[config.mk]
export PLATFORM = sky130hd
export DESIGN_NAME = mem_lut_search
export DESIGN_NICKNAME = d
export VERILOG_FILES = /design/src/rtl/mem_lut_search.sv
export SDC_FILE = /design/constraint.sdc
export NUM_CORES = 1
export LEC_CHECK = 0
export CAP_MARGIN = 10
export CELL_PAD_IN_SITES_DETAIL_PLACEMENT = 0
export CELL_PAD_IN_SITES_GLOBAL_PLACEMENT = 1
export CORE_ASPECT_RATIO = 0.7
export CORE_MARGIN = 4
export CORE_UTILIZATION = 36
export CTS_CLUSTER_DIAMETER = 150
export DETAILED_ROUTE_END_ITERATION = 7
export PLACE_DENSITY = 0.83
export SYNTH_ARGS = -nofsm -noshare
export SYNTH_HDL_FRONTEND = slang
export SYNTH_SLANG_ARGS = --single-unit
export TNS_END_PERCENT = 20
[constraint.sdc]
create_clock -name clk -period 2 [get_ports clk]
set_input_delay 0.6 -clock clk [delete_from_list [all_inputs] [get_ports clk]]
set_output_delay 0.6 -clock clk [all_outputs]
set_load 0.005 [all_outputs]
[src/rtl/mem_lut_search.sv]
// Reverse lookup for the constant LUT: finds the address holding a given value.
// Optional macro MEM_LUT_SEARCH_ARITH_EN replaces the sequential scan with a one-cycle arithmetic check.
module mem_lut_search #(
    parameter int AW        = 5,
    parameter int DW        = 8,
    parameter int BASE      = 60,
    parameter int POPULATED = 14
) (
    input  logic          clk,
    input  logic          rst_n,
    input  logic          start,
    input  logic [DW-1:0] key,
    output logic          busy,
    output logic          done,
    output logic          hit,
    output logic [AW-1:0] index
);

    typedef enum logic [1:0] {IDLE, SCAN, DONE} state_t;

    state_t        state;
    state_t        state_nxt;
    logic [DW-1:0] key_q;
    logic          accept;
    logic          scan_end;
    logic          scan_hit;
    logic [AW-1:0] scan_index;

`ifdef MEM_LUT_SEARCH_ARITH_EN
    logic [DW:0] key_ext;
    logic [DW:0] diff;

    // Widened by one bit so keys below BASE cannot wrap into the valid range.
    always_comb begin
        key_ext    = {1'b0, key_q};
        diff       = key_ext - (DW+1)'(BASE);
        scan_hit   = (key_ext >= (DW+1)'(BASE)) && (diff < (DW+1)'(POPULATED));
        scan_index = scan_hit ? diff[AW-1:0] : '0;
        scan_end   = 1'b1;
    end
`else
    localparam int LAST = (POPULATED > 0) ? POPULATED - 1 : 0;

    logic [AW-1:0] ptr;
    logic [DW-1:0] entry;

    // The pointer never passes the last populated entry, so invalid entries are never compared.
    always_comb begin
        entry      = DW'(BASE + int'(ptr));
        scan_hit   = (POPULATED > 0) && (key_q == entry);
        scan_end   = scan_hit || (ptr == AW'(LAST));
        scan_index = scan_hit ? ptr : '0;
    end

    always_ff @(posedge clk or negedge rst_n) begin
        if (!rst_n)
            ptr <= '0;
        else if (accept)
            ptr <= '0;
        else if (state == SCAN && !scan_end)
            ptr <= ptr + 1'b1;
    end
`endif

    always_ff @(posedge clk or negedge rst_n) begin
        if (!rst_n)
            state <= IDLE;
        else
            state <= state_nxt;
    end

    always_comb begin
        accept    = start && (state != SCAN);
        state_nxt = state;
        case (state)
            IDLE:    state_nxt = start ? SCAN : IDLE;
            SCAN:    state_nxt = scan_end ? DONE : SCAN;
            DONE:    state_nxt = start ? SCAN : IDLE;
            default: state_nxt = IDLE;
        endcase
    end

    always_comb begin
        busy = (state == SCAN);
        done = (state == DONE);
    end

    // Results are written only when a scan ends, so they hold across idle time.
    always_ff @(posedge clk or negedge rst_n) begin
        if (!rst_n) begin
            key_q <= '0;
            hit   <= 1'b0;
            index <= '0;
        end else begin
            if (accept)
                key_q <= key;
            if (state == SCAN && scan_end) begin
                hit   <= scan_hit;
                index <= scan_index;
            end
        end
    end

endmodule
==> impl_metrics.json, run 1 <==
{
  "cts_buffers": 3,
  "ys_ff_latch": 21,
  "slew_headroom_pct": 73.6,
  "clkSlewWorstSetupHoldPaths_ns": 0.07,
  "tightestPinTransition_ns": 0.395,
  "synth_cells": 87,
  "start_kind": "flip-flop",
  "critPathSlowestCell": "clkdlybuf4s50_1",
  "crit_required_ns": 1.40,
  "period_minus_slack_ns": 1.95,
  "grt_max_degree": 22,
  "status": "completed",
  "viasPerCell": 5.15,
  "yosys_warnings": 0,
  "vias": 804,
  "finalHoldViolations": 0,
  "path_cells": "nand2b_4 > inv_2 > clkdlybuf4s50_1",
  "ant_nets": 0,
  "ys_seq_area_share_pct": 50.2,
  "rsz0062_at_grt": "yes",
  "fin_skew_ns": 0.000914,
  "place.gp.congestion": 0.900,
  "drv_cap": 0,
  "fin_total_pwr_mw": 2.19,
  "ir_worst_vdd_mv": 0.624,
  "gr-total-overflow": 0,
  "final_area_um2": 1480,
  "max_freq_mhz": 514,
  "cp.buffers_inverters": 2,
  "drt_iter0_markers": 34,
  "path_delay_family": "buffers and inverters",
  "layout-drive-gt1-share_pct": 35.8,
  "area_growth_pct": 41.6,
  "fin_crit_sh_pct": 97.3,
  "critPathMaxStageDelay_ns": 0.50,
  "dp_hpwl_um": 1720,
  "antenna_found_initial": 0,
  "p_leak_nw": 0.682,
  "port_buffers": 18,
  "grt_first_pass_wirelength_um": 4040,
  "finalSetupViolCount": 0,
  "cts_root_buf": "clkbuf_8",
  "crit_path_end_kind": "output pin",
  "dieArea_um2": 3850,
  "fp.dieW_um": 72.4,
  "grt_pass1_vias": 785,
  "fin_nets": 137,
  "cts_tree": "built",
  "initial_core_util_pct": 37.6,
  "cts.sinks": 21,
  "routed_wl_um": 2510,
  "placed_area_um2": 1330,
  "num_antenna_cells": 0,
  "cts_max_level": 1,
  "final-max-slew-violation-count": 0,
  "hold_path_class": "flip-flop to flip-flop",
  "wl_per_cell_um": 16.1,
  "power_density_nw_per_um2": 1480,
  "critPathMaxFanout": 2,
  "ys_types": 28,
  "die_h_um": 53.1,
  "firstDrtPassIters": 4,
  "rows": 16,
  "clkLatencyLatePin_ns": 0.26,
  "grt_use_total_pct": 14.4,
  "path_class": "flip-flop to output pin",
  "drcViolationCount": 0,
  "fp.coreArea_um2": 2780,
  "ios": 19,
  "clockBufferDepth": 2,
  "critPathArrivalTime_ns": 1.35,
  "avgSynthCellArea_um2": 12.0,
  "setup_tns_ns": 0,
  "synth_nets": 103,
  "netlist_area_um2": 1050
}
[metal layers]
layer | global-route usage (%) | vias to the layer above | wire length, µm
met5 | 0 | - | 0
met4 | 3.68 | 0 | 17
met3 | 4.74 | 2 | 113
met2 | 21.9 | 20 | 1210
met1 | 19.6 | 404 | 1170
li1 | - | 378 | -
[cells in the mapped netlist, drive strengths merged]
master   instances  share of area, %
dfrtp           21                50
mux2             8               8.6
inv              7               2.5
a22o             6               5.6
nand2            6               2.2
ha               5               6.0
xnor2            4               3.3
nand3            3               1.4
nand4            3               1.8
nor2             3               1.1
nor3             3               1.4
xor2             3               2.5
and3             2               1.3
nand2b           2               1.9
a211o            1              0.96
a21o             1              0.72
a311o            1              0.96
a41oi            1               1.6
buf              1               1.1
mux2i            1              0.96
nor2b            1              0.60
nor4             1               1.2
o21ai            1              0.48
o21bai           1              0.72
o2bb2ai          1              0.84
[final timing paths]
| check | slack, ns | startpoint | end | cells after the start |
|---|---|---|---|---|
| max | 0.05 | state[1] | busy | 3 |
| min | 0.49 | hit | hit | 1 |
| max reg2reg | 0.11 | ptr[3] | ptr[0] | 8 |
| min reg2reg | 0.49 | hit | hit | 1 |
| max in group asynchronous | 1.10 | rst_n | key_q[3] | 2 |
| min in group asynchronous | 0.68 | rst_n | key_q[5] | 2 |
[sequential cells by signal, indices dropped and copies added, names as in the netlist]
name,flops
key_q,8
hit,1
index,5
ptr,5
state,2
[power by group]
part | internal [mW] | switching, mW | total [mW]
Combinational | 0.617 | 0.533 | 1.15
Sequential | 0.595 | 0.162 | 0.756
Clock | 0.142 | 0.139 | 0.281
Total | 1.35 | 0.833 | 2.19
[timing repair]
action	in CTS	in global routing
gates resized for setup	10	5
hold buffers	0	0
endpoints found under the hold margin	0	0
endpoints found under the setup margin	10	14
buffers inserted	3	0
pin swaps	9	2
cloned	0	0
[logic make-up after synthesis]
logic type      Yosys count  share of synthesized area (%)
compound gates           13                           11.8
xor+xnor                  7                           5.86
fa+ha+maj                 5                           5.98
buf+inv                   8                           3.59
flops                    21                           50.2
mux                       9                           9.57
simple gates             24                           12.9
[metrics by stage]
step	hold WS, ns	setup slack, ns	util, %	instances
floorplan	0.304	-0.0440	-	87
CTS	0.498	-0.0581	52.5	156
global placement	0.469	0.0670	47.7	149
detailed placement	0.480	-0.0677	47.7	149
finish	0.487	0.0541	53.2	156
global route	0.516	-0.0202	53.2	156
[layout by cell type, fill, tap and decap left out, drive strengths merged, types with 2 or more instances in the layout]
| cell | count |
|---|---|
| a22o | 6 |
| and3 | 2 |
| buf | 12 |
| clkbuf | 4 |
| clkdlybuf4s50 | 18 |
| dfrtp | 21 |
| ha | 5 |
| inv | 7 |
| mux2 | 8 |
| nand2 | 6 |
| nand2b | 2 |
| nand3 | 3 |
| nand4 | 3 |
| nor2 | 3 |
| nor3 | 3 |
| xnor2 | 4 |
| xor2 | 3 |
[area by class of cell]
| cell class | instances | area (µm²) |
|---|---|---|
| clock buffers | 4 | 45.0 |
| fillers | 248 | 1300 |
| inverters | 7 | 26.3 |
| multi-input cells | 58 | 569 |
| flip-flops and latches | 21 | 526 |
| well taps | 36 | 45.0 |
| repair buffers | 30 | 270 |
No activity file was read; power rests on OpenSTA's default activity.
==> run 2: changes to the inputs <==
--- a/config.mk
+++ b/config.mk
@@ -14,6 +14,7 @@
 export CTS_CLUSTER_DIAMETER = 150
 export DETAILED_ROUTE_END_ITERATION = 7
 export PLACE_DENSITY = 0.83
+export SKIP_LAST_GASP = 1
 export SYNTH_ARGS = -nofsm -noshare
 export SYNTH_HDL_FRONTEND = slang
 export SYNTH_SLANG_ARGS = --single-unit
==> run 2 against run 1 <==
Net effect:
- register-to-register slack worse by 0.04 ns
- cell area down 0.84%
- sequential power down 0.7%
- the run now ends with setup timing left
- via count unchanged
- critical path type unchanged
==> impl_metrics.json, run 2 (synthesis gave the netlist of run 1 again) <==
{
  "period_minus_slack_ns": 2.00,
  "clkSlewWorstSetupHoldPaths_ns": 0.08,
  "path_cells": "nand2b_1 > inv_1 > clkdlybuf4s50_1",
  "die_h_um": 53.1,
  "finalHoldViolations": 0,
  "fin_crit_sh_pct": 100,
  "drcViolationCount": 0,
  "area_growth_pct": 40.4,
  "layout-drive-gt1-share_pct": 33.3,
  "fin_nets": 137,
  "fin_total_pwr_mw": 2.17,
  "register_area_um2": 526,
  "place.gp.congestion": 0.900,
  "cts_tree": "built",
  "ios": 19,
  "final_util_pct": 52.8,
  "multiInputGateArea_um2": 557,
  "ir_worst_vdd_mv": 0.625,
  "clkLatencyLatePin_ns": 0.26,
  "vias": 804,
  "max_flop_register": "key_q",
  "grt_max_degree": 22,
  "final_cell_mix": "dfrtp_1 (21), clkdlybuf4s50_1 (18), buf_4 (12)",
  "drt_iter0_markers": 41,
  "rows": 16,
  "port_buffers": 18,
  "cts_root_buf": "clkbuf_8",
  "antenna_found_initial": 0,
  "hold_path_class": "flip-flop to flip-flop",
  "dieArea_um2": 3850,
  "crit_required_ns": 1.40,
  "critPathArrivalTime_ns": 1.40,
  "grt_pass1_vias": 785,
  "initial_core_util_pct": 37.6,
  "viasPerCell": 5.15,
  "grt_first_pass_wirelength_um": 4040,
  "rsz0062_at_grt": "yes",
  "grt_use_total_pct": 14.4,
  "dpl.cell_count": 149,
  "crit_path_end_kind": "output pin",
  "wl_per_cell_um": 15.8,
  "fp.coreArea_um2": 2780,
  "p_leak_nw": 0.683,
  "path_class": "flip-flop to output pin",
  "tightestPinTransition_ns": 0.395,
  "critPathMaxStageDelay_ns": 0.52,
  "critPathSlowestCell": "clkdlybuf4s50_1",
  "start_kind": "flip-flop",
  "cts_max_level": 1,
  "setup_ws_ns": -0.00348,
  "power_density_nw_per_um2": 1480,
  "largest_reg_flops": 8,
  "final_cell_count_no_fill": 156,
  "final_common_cell": "dfrtp_1",
  "fin_skew_ns": 0.00183,
  "slew_headroom_pct": 73.6,
  "ant_nets": 0,
  "firstDrtPassIters": 4,
  "num_antenna_cells": 0,
  "clockBufferDepth": 2,
  "cts_buffers": 3,
  "max_freq_mhz": 499,
  "n_fill_cell": 249,
  "violations": "setup timing",
  "routed_wl_um": 2470,
  "drv_cap": 0,
  "dp_hpwl_um": 1720,
  "cts.sinks": 21,
  "final-max-slew-violation-count": 0,
  "fp.dieW_um": 72.4,
  "top_regs": "key_q x8, index x5, ptr x5",
  "critPathMaxFanout": 2,
  "finalSetupViolCount": 1,
  "status": "complete, but fails checks",
  "gr-total-overflow": 0
}
## run 2: cell counts in the layout (fill, tap and decap cells not counted)
No cell type changed its count.
## run 2: worst paths after layout
path / from / end / slack, ns / depth (start not counted)
setup / recovery: state[1] / busy / -0.003 / 3
hold / removal: hit / hit / 0.49 / 1
setup reg to reg: ptr[3] / ptr[0] / 0.07 / 8
hold reg to reg: hit / hit / 0.49 / 1
max in group asynchronous: rst_n / key_q[3] / 1.10 / 2
min in group asynchronous: rst_n / key_q[5] / 0.67 / 2
## run 2: what timing repair did
| action | 4_1_cts | 5_1_grt |
|---|---|---|
| resized for setup | 10 | 1 |
| pin swaps | 9 | 2 |
| setup buffers | 3 | 0 |
| hold buffers | 0 | 0 |
| endpoints found under the setup margin | 10 | 14 |
## run 2: per-layer routing
| layer | routed length, µm | GRT usage, % | vias up |
|---|---|---|---|
| met2 | 1210 | 21.9 | 23 |
| met4 | 17 | 3.68 | 0 |
| met5 | 0 | 0 | - |
| met1 | 1130 | 19.6 | 400 |
| li1 | - | - | 379 |
| met3 | 114 | 4.74 | 2 |
## run 2: area by class of cell
type,count,area share [%]
flip-flops and latches,21,35.8
clock buffers,4,3.07
inverters,7,1.79
multi-input cells,58,37.9
well taps,36,3.07
repair buffers,30,18.4
## run 2: through the flow
step | setup slack [ns] | TNS, ns | area [µm²] | hold WS [ns]
6_report | -0.00348 | -0.00348 | 1470 | 0.488
4_1_cts | -0.0581 | -0.347 | 1460 | 0.498
2_1_floorplan | -0.0440 | -0.220 | 1050 | 0.304
3_5_place_dp | -0.0677 | -0.456 | 1330 | 0.480
5_1_grt | -0.0710 | -0.0785 | 1470 | 0.516
3_3_place_gp | 0.0670 | 0 | 1330 | 0.469
## run 2: critical path: cells and delay by family, from the launching register on
family / cells / cell delay (ns)
buf+inv: 2 / 0.62
flops: 1 / 0.37
simple gates: 1 / 0.15
## run 2: power by group
| group | leakage [nW] | switching, mW | total (mW) | internal, mW |
|---|---|---|---|---|
| Combinational | 0.395 | 0.527 | 1.13 | 0.607 |
| Clock | 0.0228 | 0.141 | 0.284 | 0.142 |
| Sequential | 0.265 | 0.156 | 0.751 | 0.595 |
| Total | 0.683 | 0.825 | 2.17 | 1.34 |
==> run 3: changes to the inputs <==
--- a/config.mk
+++ b/config.mk
@@ -15,6 +15,7 @@
 export DETAILED_ROUTE_END_ITERATION = 7
 export PLACE_DENSITY = 0.83
 export SKIP_LAST_GASP = 1
+export SLEW_MARGIN = 10
 export SYNTH_ARGS = -nofsm -noshare
 export SYNTH_HDL_FRONTEND = slang
 export SYNTH_SLANG_ARGS = --single-unit
==> results of run 3 <==
Same layout as run 2: the final DEF is identical, and so are final timing and power.
